**config.mk**
```make
export PLATFORM = sky130hd
export DESIGN_NAME = dual_rail_word_decoder
export DESIGN_NICKNAME = d
export VERILOG_FILES = /design/src/rtl/dual_rail_pkg.sv /design/src/rtl/dual_rail_sym_decode.sv /design/src/rtl/dual_rail_word_decoder.sv
export SDC_FILE = /design/constraint.sdc
export NUM_CORES = 1
export LEC_CHECK = 0
export CORE_MARGIN = 1.5
export CORE_UTILIZATION = 48
export DETAILED_ROUTE_END_ITERATION = 6
export GPL_TIMING_DRIVEN = 0
export PLACE_DENSITY = 0.76
export SLEW_MARGIN = 0
export SYNTH_ARGS = -nofsm -noshare
export SYNTH_HDL_FRONTEND = slang
export SYNTH_SLANG_ARGS = --single-unit
```
**constraint.sdc**
```tcl
create_clock -name clk -period 2.02 [get_ports clk]
set_input_delay 0.202 -clock clk [delete_from_list [all_inputs] [get_ports clk]]
set_output_delay 0.202 -clock clk [all_outputs]
set_load 0.01 [all_outputs]
```
**src/rtl/dual_rail_pkg.sv**
```systemverilog
// Shared dual-rail symbol encoding and decoder state type.
// Used by both the bit encoder and the word decoder so the two sides cannot drift.
package dual_rail_pkg;

  // Symbols are written as {x1, x0}.
  localparam logic [1:0] SYM_ZERO    = 2'b01;
  localparam logic [1:0] SYM_ONE     = 2'b10;
  localparam logic [1:0] SYM_SPACER  = 2'b00;
  localparam logic [1:0] SYM_ILLEGAL = 2'b11;

  typedef enum logic [0:0] {
    COLLECT = 1'b0,
    HOLD    = 1'b1
  } state_t;

endpackage

```
**src/rtl/dual_rail_sym_decode.sv**
```systemverilog
// Combinational classifier for one sampled dual-rail symbol.
// All outputs are forced low when the strobe is low.
module dual_rail_sym_decode
  import dual_rail_pkg::*;
(
  input  logic e_i,
  input  logic x1_i,
  input  logic x0_i,
  output logic is_data,
  output logic data_bit,
  output logic is_illegal
);

  logic [1:0] sym;

  assign sym        = {x1_i, x0_i};
  assign is_data    = e_i && ((sym == SYM_ZERO) || (sym == SYM_ONE));
  assign data_bit   = e_i && (sym == SYM_ONE);
  assign is_illegal = e_i && (sym == SYM_ILLEGAL);

endmodule

```
**src/rtl/dual_rail_word_decoder.sv**
```systemverilog
// Dual-rail receiver: decodes sampled symbols to bits and assembles LSB-first words
// presented on a valid/ready handshake, flagging illegal codes and dropped symbols.
//
//   state   | meaning
//   --------+-------------------------------------------------------------
//   COLLECT | gathering bits into the shift register, no word presented
//   HOLD    | complete word on word_o with valid_o high, awaiting ready_i
module dual_rail_word_decoder #(
  parameter  int WORD_W = 5,
  localparam int CNT_W  = $clog2(WORD_W + 1)
) (
  input  logic              clk,
  input  logic              rst_n,
  input  logic              e_i,
  input  logic              x0_i,
  input  logic              x1_i,
  output logic [WORD_W-1:0] word_o,
  output logic              valid_o,
  input  logic              ready_i,
  output logic              bit_o,
  output logic              bit_valid_o,
  output logic              err_o,
  output logic              ovf_o,
  output logic [CNT_W-1:0]  cnt_o
);

  import dual_rail_pkg::*;

  logic              is_data;
  logic              data_bit;
  logic              is_illegal;
  state_t            state_q;
  logic [WORD_W-1:0] shift_q;
  logic [WORD_W-1:0] shift_ins;
  logic [CNT_W-1:0]  cnt_q;
  logic              last_bit;

  dual_rail_sym_decode u_sym_decode (
    .e_i        (e_i),
    .x1_i       (x1_i),
    .x0_i       (x0_i),
    .is_data    (is_data),
    .data_bit   (data_bit),
    .is_illegal (is_illegal)
  );

  // Shift register with the incoming bit dropped into the slot selected by cnt.
  always_comb begin
    shift_ins = shift_q;
    for (int i = 0; i < WORD_W; i++) begin
      if (cnt_q == CNT_W'(i)) shift_ins[i] = data_bit;
    end
  end

  assign last_bit = (cnt_q == CNT_W'(WORD_W - 1));
  assign cnt_o    = cnt_q;

  always_ff @(posedge clk or negedge rst_n) begin
    if (!rst_n) begin
      state_q     <= COLLECT;
      shift_q     <= '0;
      cnt_q       <= '0;
      word_o      <= '0;
      valid_o     <= 1'b0;
      bit_o       <= 1'b0;
      bit_valid_o <= 1'b0;
      err_o       <= 1'b0;
      ovf_o       <= 1'b0;
    end else begin
      bit_valid_o <= is_data;
      err_o       <= is_illegal;
      if (is_data) bit_o <= data_bit;

      case (state_q)
        COLLECT: begin
          if (is_illegal) begin
            shift_q <= '0;
            cnt_q   <= '0;
          end else if (is_data) begin
            if (last_bit) begin
              word_o  <= shift_ins;
              valid_o <= 1'b1;
              shift_q <= '0;
              cnt_q   <= '0;
              state_q <= HOLD;
            end else begin
              shift_q <= shift_ins;
              cnt_q   <= cnt_q + 1'b1;
            end
          end
        end
        HOLD: begin
          if (ready_i) begin
            valid_o <= 1'b0;
            state_q <= COLLECT;
          end
          // cnt is always 0 here, so an accepted-cycle symbol lands in bit 0.
          if (is_illegal) begin
            shift_q <= '0;
            cnt_q   <= '0;
          end else if (is_data) begin
            if (ready_i) begin
              shift_q <= shift_ins;
              cnt_q   <= cnt_q + 1'b1;
            end else begin
              ovf_o <= 1'b1;
            end
          end
        end
        default: state_q <= COLLECT;
      endcase
    end
  end

endmodule

```
* Word-level counts from Yosys, hierarchy flattened
Index checks and enable logic that the tools add are counted.
Operators by class: add/subtract/negate cells 1, equality and inequality tests 14, mux-type cells 29, bitwise operators 3, reduce and logical (&&, ||, !) cells 9
Operators by type and width (number):
- 2-to-1 mux 5 bit | 6
- 2-to-1 mux 3 bit | 6
- 2-to-1 mux 1 bit | 13
- AND reduction 4 bit | 3
- one-hot mux 5 bit (2 select lines) | 1
- != test 3 bit, second input constant | 3
- != test 2 bit, second input constant | 4
- equality test 3 x 2 -> 1 bit, second input constant | 2
- one-hot mux 3 bit (2 select lines) | 1
- equality test 2 bit, second input constant | 2
- one-hot mux 1 bit (2 select lines) | 2
- adder 3 x 1 -> 3 bit, second input constant | 1
- equality test 3 x 1 -> 1 bit, second input constant | 1
- equality test 3 bit, second input constant | 1
- logical AND 1 bit | 3
- zero test 3 bit | 1
- NOT 1 bit | 3
- AND reduction 3 bit | 1
- equality test 2 x 1 -> 1 bit, second input constant | 1
- logical OR 1 bit | 1
Word-level totals: register bits 19, input port bits 6, output and inout bits 13

* Depth between registers and ports, before layout
Gate-level depths: netlist of the first run.
word-level depth 7, gate-level depth with buffers 7

* Cells and area by module
A second synthesis of the first run with hierarchy kept.
Unflattened totals: cell total of the unflattened synthesis 75, area total of the unflattened synthesis 902.1 um^2
Modules (own cells, without submodules):
- dual_rail_word_decoder | instances 1, cells each 69, area each 847.1 um^2, seq. area each 450.4 um^2
- dual_rail_sym_decode | instances 1, cells each 6, area each 55.1 um^2, seq. area each 0.0 um^2

* Least setup slack after synthesis of the first run
No wires, ideal clock.
path type register to register, start register cnt_q[0] (netlist: cnt_o[0]), end register word_o[0], library setup time 125 ps, data arrival time 1643 ps, path slack 252 ps, cell stages (with the launch flop) 7, path buffers 1, cell sequence dfrtp_1 -> inv_1 -> ha_1 -> nand2_1 -> or4_4 -> buf_6 -> mux2_4
Between the ends: word-level cells in the longest chain between the ends 2, elaborated cells between the ends (all ways) 4, those cells by class eq/ne: 1; mux: 1; reduce/logical: 2
Ends and longest elaborated chain:
- start: declaration | line dual_rail_word_decoder.sv:35 | logic [CNT_W-1:0] cnt_q;
- start signal: assignment | line dual_rail_word_decoder.sv:88 | cnt_q <= cnt_q + 1'b1;
- start signal: assignment | line dual_rail_word_decoder.sv:104 | cnt_q <= cnt_q + 1'b1;
- equality test 3 bit or zero test 3 bit (tied branches) | line dual_rail_word_decoder.sv:55, dual_rail_word_decoder.sv:51
- AND reduction 4 bit (no source line) or 2-to-1 mux 1 bit (tied branches)
- end signal: assignment | line dual_rail_word_decoder.sv:81 | word_o <= shift_ins;
- end: declaration | line dual_rail_word_decoder.sv:17 | output logic [WORD_W-1:0] word_o,
Several ways; a longest one is shown, not always the timed one. A chain may end at the register's enable or synchronous reset.

* Final worst setup path of the first run
start input port x1_i, end register word_o[0]
Between the ends: word-level cells in the longest chain between the ends 4, elaborated cells between the ends (all ways) 10, those cells by class eq/ne: 3; mux: 1; bitwise: 1; reduce/logical: 5
Ends and longest elaborated chain:
- start: declaration | line dual_rail_word_decoder.sv:16 | input logic x1_i,
- equality test 2 x 1 -> 1 bit, or another cell as far along | line dual_rail_sym_decode.sv:17 | assign is_data = e_i && ((sym == SYM_ZERO) || (sym == SYM_ONE));
- logical OR 1 bit or logical AND 1 bit (tied branches) | line dual_rail_sym_decode.sv:17, dual_rail_sym_decode.sv:19
- logical AND 1 bit or NOT 1 bit (tied branches)
- AND reduction 4 bit (no source line)
Several ways; a longest one is shown, not always the timed one.

==> results.toml, run 1 <==
[drt]
detail-route-antenna-nets = 0
routed_wl_um = 1570
drt_iter0_drc = 0
dr.pass1.iters = 1
drc = 0
avgViaCountPerCell = 5.10
vias = 617
wl_per_cell_um = 13.0

[clock_network]
worstSkewPairLatency_ps = 280
post_cts_buffers = 0
clock_path_buffers = 2
clockRootBuffer = "clkbuf_4"
h-tree-depth = 1
cts_buffers = 3
cts_hold_buf = 0
post_cts_resize_count = 0
clk_pin_slew_ps = 100
cts_tree = "yes"
clock_sinks = 18

[placed_design]
gp_congestion = 0.739
io_buffers = 18
place_hpwl_um = 1270

[global_routing]
antenna_found_initial = 0
grt.total_usage = 0.179
grt_pass1_wl_um = 2680
overflow = 0
grt_pass1_vias = 647
grt_max_degree = 19

[worst_setup_path]
critPathArrivalTime_ps = 2090
endpoint_kind = "flop"
worstSetupStartpointType = "input pin"
crit_fanout = 8
crit_required_ps = 2200
critPathKind = "in2reg"

[sta]
rsz0062_at_grt = "false"
slew_viol_final = 0
finalCriticalPeriod_ps = 1910
clock.fmax_mhz = 524
fin_crit_sh = 0.945
finClkSkew_ps = 2.29
hold_violations = 0
finalSetupViolCount = 0
slew_headroom = 0.477
setup_tns_ps = 0
tightest_slew_ps = 783

[floorplan]
die_area_um2 = 2100
num_rows = 15
initial_core_util = 0.510
ios = 19
fp.dieH_um = 45.8
core_um2 = 1730
fp.dieW_um = 45.8

[pwr]
cellPowerDensity_nw_per_um2 = 934
power_mw = 1.04
power_leakage_nw = 0.531
peakVddDrop_v = 0.000538

[yosys]
synth_xor_xnor_area_share = 0
synth_area_um2 = 881
synthMuxAreaShare = 0.0881
syn_avg_cell_area_um2 = 11.7
syn_nets = 88
synth-seq-cells = 18
synthCells = 75
synth_top_family_by_area = "compound AO/OA/AOI/OAI gates"
synth_compound_area_frac = 0.142
ys_types = 26
yosysSeqAreaShare = 0.511
synth-adder-area-share = 0.0994
yosys_warnings = 0
synth-simple-area-share = 0.125

[final_layout]
multi_input_area_um2 = 400
nNetsFinal = 111
seq_area_um2 = 450
num-fill-cells = 151
diodes = 0
area_growth_syn_to_layout_pct = 26.8
post-route-util = 0.647
drive_gt1_frac = 0.115

[job]
cap_violations = 0

[outcome]
status = "complete, no violations"

[worst_hold_path]
hold_path.class = "in2async"
## synth_stat cells (all sizes together)
cell type | instances | share of area
dfrtp | 18 | 0.51
nand2 | 8 | 0.034
ha | 7 | 0.099
inv | 5 | 0.021
mux2 | 5 | 0.077
o21ai | 5 | 0.028
nand2b | 4 | 0.031
nor2 | 4 | 0.017
a22o | 3 | 0.030
and2 | 2 | 0.014
o2bb2ai | 2 | 0.020
a21boi | 1 | 0.0085
a21o | 1 | 0.0085
a2bb2oi | 1 | 0.0099
a31oi | 1 | 0.0071
a32o | 1 | 0.011
buf | 1 | 0.013
mux2i | 1 | 0.011
nor2b | 1 | 0.0071
nor3b | 1 | 0.0085
o211ai | 1 | 0.0085
o221ai | 1 | 0.0099
or4 | 1 | 0.013
## layer usage
layer | GRT usage | up-vias | wire length [um]
met1 | 0.220 | 290 | 715
li1 | - | 311 | -
met4 | 0.0686 | 0 | 18
met2 | 0.310 | 12 | 774
met5 | 0 | - | 0
met3 | 0.0317 | 4 | 61
## power breakdown
group / switching (mW) / total [mW] / internal (mW)
registers: 0.0541 / 0.487 / 0.433
logic: 0.162 / 0.385 / 0.222
clock network: 0.102 / 0.171 / 0.0692
## logic make-up (layout without fill, tap and decap cells)
logic type               count (synthesis)  in the layout
AO/OA/AOI/OAI                           17             17
adder cells (fa/ha/maj)                  7              7
buffers and inverters                    6             27
flip-flops                              18             18
multiplexers                             6              6
AND/OR/NAND/NOR                         21             21
## per-stage QoR
stage / area [um^2] / hold slack [ps] / setup slack [ps] / cells
detailed placement: 1090 / 449 / -288 / 118
finish: 1120 / 367 / 111 / 121
global route: 1120 / 437 / 87.9 / 121
global placement: 1090 / 444 / -261 / 118
floorplan: 881 / -93.6 / 252 / 75
CTS: 1110 / 391 / 20.6 / 121
## layout make-up
class	instances	area share
clock buffer	3	0.0202
buffer	1	0.0101
timing repair buffer	18	0.163
multi-input combinational	51	0.358
sequential	18	0.403
inverter	5	0.0168
tap	25	0.0280
## critical path: stages
cell             delay [ps]
clkdlybuf4s50_1         440
ha_1                    310
nand2b_2                210
or4_4                   490
buf_6                   150
mux2_4                  290
## flip-flops by register name, summed over array words and instances, names as in the netlist
| name | flops |
|---|---|
| valid_o | 1 |
| ovf_o | 1 |
| shift_q | 4 |
| bit_o | 1 |
| bit_valid_o | 1 |
| cnt_o | 3 |
| word_o | 5 |
| state_q | 1 |
| err_o | 1 |
## path summary, 6_finish.rpt
check | start | to | slack, ps | depth (start not counted)
setup / recovery | x1_i | word_o[0] | 110 | 6
hold / removal | rst_n | word_o[1] | 370 | 1
setup reg to reg | cnt_o[0] | word_o[0] | 150 | 6
hold reg to reg | ovf_o | ovf_o | 460 | 1
max in group asynchronous | rst_n | state_q | 1170 | 1
min in group clk | x0_i | err_o | 440 | 3
## cells in the final DEF, fill, tap and decap left out
cell / instances
dfrtp_1: 18
clkdlybuf4s50_1: 17
nand2_1: 8
ha_1: 7
inv_1: 5
nor2_1: 4
nand2b_1: 3
o21ai_1: 3
a22o_1: 3
mux2_4: 3
clkbuf_4: 3
and2_1: 2
o21ai_0: 2
o2bb2ai_1: 2
mux2_2: 2
nand2b_2: 1
or4_4: 1
buf_6: 1
nor2b_1: 1
nor3b_1: 1
o211ai_1: 1
a21boi_0: 1
a31oi_1: 1
a2bb2oi_1: 1
mux2i_1: 1
a21o_1: 1
o221ai_1: 1
a32o_1: 1
dlymetal6s2s_1: 1
Note: power is estimated with default switching activity, not from simulation.
==> run 2: changes to the inputs <==
==> constraint.sdc (replaced) <==
create_clock -name clk -period 1.8 [get_ports clk]
set_input_delay 0.18 -clock clk [delete_from_list [all_inputs] [get_ports clk]]
set_output_delay 0.18 -clock clk [all_outputs]
set_load 0.01 [all_outputs]
==> run 2 against run 1 <==
  * Setup slack worse by 72 ps
  * Die area unchanged
  * Worst hold slack worse by 29 ps
  * Critical path type unchanged
  * Non-clock buffer count up 2
  * First-iteration DRC count up 6
  * Largest cell class unchanged
  * Count of clock-buffer cells in the layout unchanged
  * Sequential power up 10%
==> results.toml, run 2 (synthesized netlist as in run 1, its figures left out) <==
[clock_network]
clockRootBuffer = "clkbuf_4"
cts_buffers = 3
worstSkewPairLatency_ps = 290
clk_pin_slew_ps = 100
clock_sinks = 18
cts_tree = "yes"
clock_path_buffers = 2
h-tree-depth = 1

[global_routing]
grt_pass1_vias = 678
grt_max_degree = 19
grt.total_usage = 0.186
overflow = 0
grt_pass1_wl_um = 2790
antenna_found_initial = 0

[final_layout]
drive_gt1_frac = 0.184
layout_commonest_cell = "dfrtp_1"
mostFrequentLayoutCells = "18 x dfrtp_1, 17 x clkdlybuf4s50_1, 8 x nand2_1, 5 x ha_1, 4 x inv_1"
seq_area_um2 = 450
nNetsFinal = 113
regMostFlops = "word_o"
area_growth_syn_to_layout_pct = 31.3
largest_register_ffs = 5
diodes = 0
post-route-util = 0.670
multi_input_area_um2 = 428
num-fill-cells = 150

[sta]
finalCriticalPeriod_ps = 1760
clock.fmax_mhz = 568
rsz0062_at_grt = "false"
fin_crit_sh = 0.978
finClkSkew_ps = 3.15
holdWs_ps = 338
setup_ws_ps = 39.0
slew_viol_final = 0
slew_headroom = 0.467
tightest_slew_ps = 798
hold_violations = 0
finalSetupViolCount = 0

[drt]
dr.pass1.iters = 3
routed_wl_um = 1680
drc = 0
drt_iter0_drc = 6
vias = 651
avgViaCountPerCell = 5.29
detail-route-antenna-nets = 0
wl_per_cell_um = 13.7

[worst_setup_path]
slowest_delay_ps = 550
worstSetupStartpointType = "input pin"
crit_required_ps = 1990
crit_buf_inv = 1
slowest_stage = "or4_4"
cp_cell_sequence = "clkdlybuf4s50_1 -> ha_4 -> nand2b_4 -> or4_4 -> mux2_4"
critPathKind = "in2reg"
crit_fanout = 5
endpoint_kind = "flop"
ff2ff_setup_slack_ps = 100
critPathArrivalTime_ps = 1950
cp_top_family = "simple AND/OR/NAND/NOR gates"

[floorplan]
initial_core_util = 0.510
fp.dieW_um = 45.8
ios = 19
num_rows = 15
core_um2 = 1730
die_area_um2 = 2100
fp.dieH_um = 45.8

[pwr]
internal_power_uw = 841
switchingPower_uw = 377
cellPowerDensity_nw_per_um2 = 1050
peakVddDrop_v = 0.000658
combinationalPowerShare = 0.395
clkPwrFrac = 0.164
power_leakage_nw = 0.545
swShare = 0.310
share_seq_of_total_power = 0.441

[placed_design]
place_ws_ps = -486
gp_congestion = 0.739
place_hpwl_um = 1270
io_buffers = 18

[job]
cap_violations = 0

[outcome]
status = "complete, no violations"

[worst_hold_path]
hold_path.class = "in2async"
==> run 2: changes by cell type in the layout (fill, tap and decap cells not counted), sizes merged <==
cell  change
buf       +2
==> run 2: worst paths after layout <==
check                          from         to  depth (start not counted)
setup / recovery               x1_i  word_o[2]                          5
hold / removal                rst_n  word_o[4]                          1
setup reg to reg           cnt_o[0]  word_o[2]                          5
hold reg to reg               ovf_o      ovf_o                          1
max in group asynchronous     rst_n   cnt_o[1]                          1
min in group clk               x0_i      err_o                          3
==> run 2: cell type report <==
type	count	share of cell area
flip-flops and latches	18	0.390
repair buffers	21	0.177
well taps	25	0.0271
inverters	5	0.0162
clock buffers	3	0.0195
multi-input cells	51	0.370
==> run 2: per-layer routing <==
| metal | part of all wire | global-route usage |
|---|---|---|
| met4 | 0.016 | 0.0686 |
| met1 | 0.46 | 0.228 |
| met2 | 0.49 | 0.324 |
| met3 | 0.037 | 0.0317 |
| met5 | 0 | 0 |
==> run 2: timing repair <==
item / 4_1_cts / 5_1_grt
pin swaps: 1 / 1
endpoints found under the setup margin: 7 / 10
gates resized for setup: 4 / 3
buffers inserted: 3 / 0
hold buffers: 0 / 0
==> run 2: metrics by stage <==
stage               instance area [um^2]  cells  power, mW  TNS (ps)
floorplan                            881     75      0.775         0
detailed placement                  1090    118      0.992     -4010
CTS                                 1140    123       1.21     -9.89
global route                        1160    123       1.30         0
global placement                    1090    118      0.973     -3470
finish                              1160    123       1.22         0
==> run 2: power groups by stage <==
stage / Clock (mW) / Sequential (mW) / Combinational, mW
global route: 0.227 / 0.550 / 0.527
CTS: 0.198 / 0.538 / 0.477
detailed placement: 0 / 0.557 / 0.435
floorplan: 0 / 0.583 / 0.192
finish: 0.200 / 0.537 / 0.481
global placement: 0 / 0.552 / 0.421
==> run 3: changes to the inputs <==
--- a/config.mk
+++ b/config.mk
@@ -5,11 +5,12 @@
 export SDC_FILE = /design/constraint.sdc
 export NUM_CORES = 1
 export LEC_CHECK = 0
+export CORE_ASPECT_RATIO = 0.7
 export CORE_MARGIN = 1.5
-export CORE_UTILIZATION = 48
+export CORE_UTILIZATION = 43
 export DETAILED_ROUTE_END_ITERATION = 6
 export GPL_TIMING_DRIVEN = 0
-export PLACE_DENSITY = 0.76
+export PLACE_DENSITY = 0.72
 export SLEW_MARGIN = 0
 export SYNTH_ARGS = -nofsm -noshare
 export SYNTH_HDL_FRONTEND = slang
==> constraint.sdc (replaced) <==
create_clock -name clk -period 1.4 [get_ports clk]
set_input_delay 0.14 -clock clk [delete_from_list [all_inputs] [get_ports clk]]
set_output_delay 0.14 -clock clk [all_outputs]
set_load 0.01 [all_outputs]
==> run 3 against run 2 <==
  * The run now ends with setup timing left
  * Power is 48% higher
  * Wire length grew 13%
  * Sequential share of layout area decreased by 3.9 points
  * Non-clock buffer count is 9 higher
  * Die area grew 11%
  * Sequential power up 31%
  * Global-route usage fell by 1.9 points
  * Utilization is 1.5 points higher
  * Flip-flop and latch count unchanged
  * Critical path depth unchanged
  * Combinational power is 61% higher
  * Critical path type is now reg2reg
  * Largest power group is now combinational cells
==> results.toml, run 3 (synthesized netlist as in run 1, its figures left out) <==
[outcome]
status = "finished with violations"
violations = "setup timing"

[drt]
drt_iter0_drc = 13
detail-route-antenna-nets = 0
avgViaCountPerCell = 5.20
drc = 0
wl_per_cell_um = 14.6
vias = 676
routed_wl_um = 1900
dr.pass1.iters = 4

[placed_design]
dp_cells = 115
io_buffers = 18
place_area_um2 = 1090
gp_congestion = 0.736
place_hpwl_um = 1130

[final_layout]
post-route-util = 0.684
mostFrequentLayoutCells = "16 x dfrtp_1, 12 x buf_4, 11 x clkdlybuf4s50_1, 7 x nand2_1, 5 x ha_1"
drive_gt1_frac = 0.361
nNetsFinal = 122
num-fill-cells = 136
fin_area_um2 = 1290
layout_commonest_cell = "dfrtp_1"
multi_input_area_um2 = 485
layout.cells.non_filler = 130
area_growth_syn_to_layout_pct = 46.6
largest_register_ffs = 5
regMostFlops = "word_o"
diodes = 0
seq_area_um2 = 453

[pwr]
cellPowerDensity_nw_per_um2 = 1390
peakVddDrop_v = 0.00101
power_mw = 1.80
power_leakage_nw = 0.637

[floorplan]
ios = 19
num_rows = 13
die_area_um2 = 2330
initial_core_util = 0.467
fp.dieW_um = 57.1
fp.dieH_um = 40.9
core_um2 = 1890

[clock_network]
clock_sinks = 18
worstSkewPairLatency_ps = 300
clk_pin_slew_ps = 100
clock_path_buffers = 2
cts_buffers = 3
clockRootBuffer = "clkbuf_4"
h-tree-depth = 1
cts_tree = "yes"

[worst_setup_path]
crit-reg2reg-launch = "cnt_o[1]"
crit_fanout = 5
crit_start = "cnt_o[1]"
critPathArrivalTime_ps = 1780
crit_required_ps = 1590
slowest_stage = "or4_4"
endpoint_kind = "flop"
r2r-end = "word_o[2]"
ff2ff_setup_slack_ps = -190
critPathKind = "reg2reg"
slowest_delay_ps = 470
worstSetupStartpointType = "flop"
cp_cell_sequence = "inv_2 -> ha_4 -> nand2_4 -> or4_4 -> mux2_4"
reg2reg_depth = 5
crit_end = "word_o[2]"

[global_routing]
grt_max_degree = 19
overflow = 0
grt.total_usage = 0.167
grt_pass1_vias = 578
grt_pass1_wl_um = 2730
antenna_found_initial = 0

[sta]
hold_violations = 0
rsz0062_at_grt = "true"
setup_ws_ps = -190
slew_headroom = 0.464
clock.fmax_mhz = 629
finClkSkew_ps = 3.89
holdWs_ps = 295
slew_viol_final = 0
tightest_slew_ps = 802
finalCriticalPeriod_ps = 1590
fin_crit_sh = 1.14
finalSetupViolCount = 7

[worst_hold_path]
hold_path.class = "in2async"

[job]
cap_violations = 0
## run 3: repair_timing
action,in CTS,in global routing
pin swaps,6,4
setup endpoints to repair,17,12
hold buffers,0,0
buffers inserted,10,2
resized for setup,17,11
## run 3: through the flow
stage | TNS [ps] | setup slack, ps
4_1_cts | -1260 | -237
2_1_floorplan | -1440 | -339
3_5_place_dp | -9130 | -852
6_report | -1020 | -190
3_3_place_gp | -8770 | -824
5_1_grt | -1350 | -214
## run 3: where the power goes
part | total, mW | switching, mW | internal (mW)
clock | 0.323 | 0.164 | 0.159
combinational | 0.775 | 0.330 | 0.445
sequential | 0.702 | 0.0747 | 0.627
## run 3: worst min path at each step
stage / to / cells past startpoint
final: shift_q[3] / 1
after floorplan: bit_o / 0
after detailed placement: ovf_o / 1
after global routing: err_o / 1
after CTS: bit_valid_o / 1
after global placement: ovf_o / 1
## run 3: per-layer routing
layer  GRT usage  share of wire
met3      0.0631          0.066
met2       0.270           0.45
met5           0              0
met1       0.219           0.48
met4      0.0349         0.0063
## run 3: layout make-up
| class | instances | share of cell area |
|---|---|---|
| Tap cell | 22 | 0.0213 |
| Timing Repair Buffer | 30 | 0.209 |
| Multi-Input combinational cell | 51 | 0.376 |
| Sequential cell | 18 | 0.351 |
| Clock buffer | 4 | 0.0281 |
| Inverter | 5 | 0.0145 |
## run 3: worst max-delay path, delay by kind of cell, from the launching register on
family	cells	cell delay [ps]
flip-flops	1	420
buffers and inverters	1	90
adder cells (fa/ha/maj)	1	140
multiplexers	1	320
AND/OR/NAND/NOR	2	510
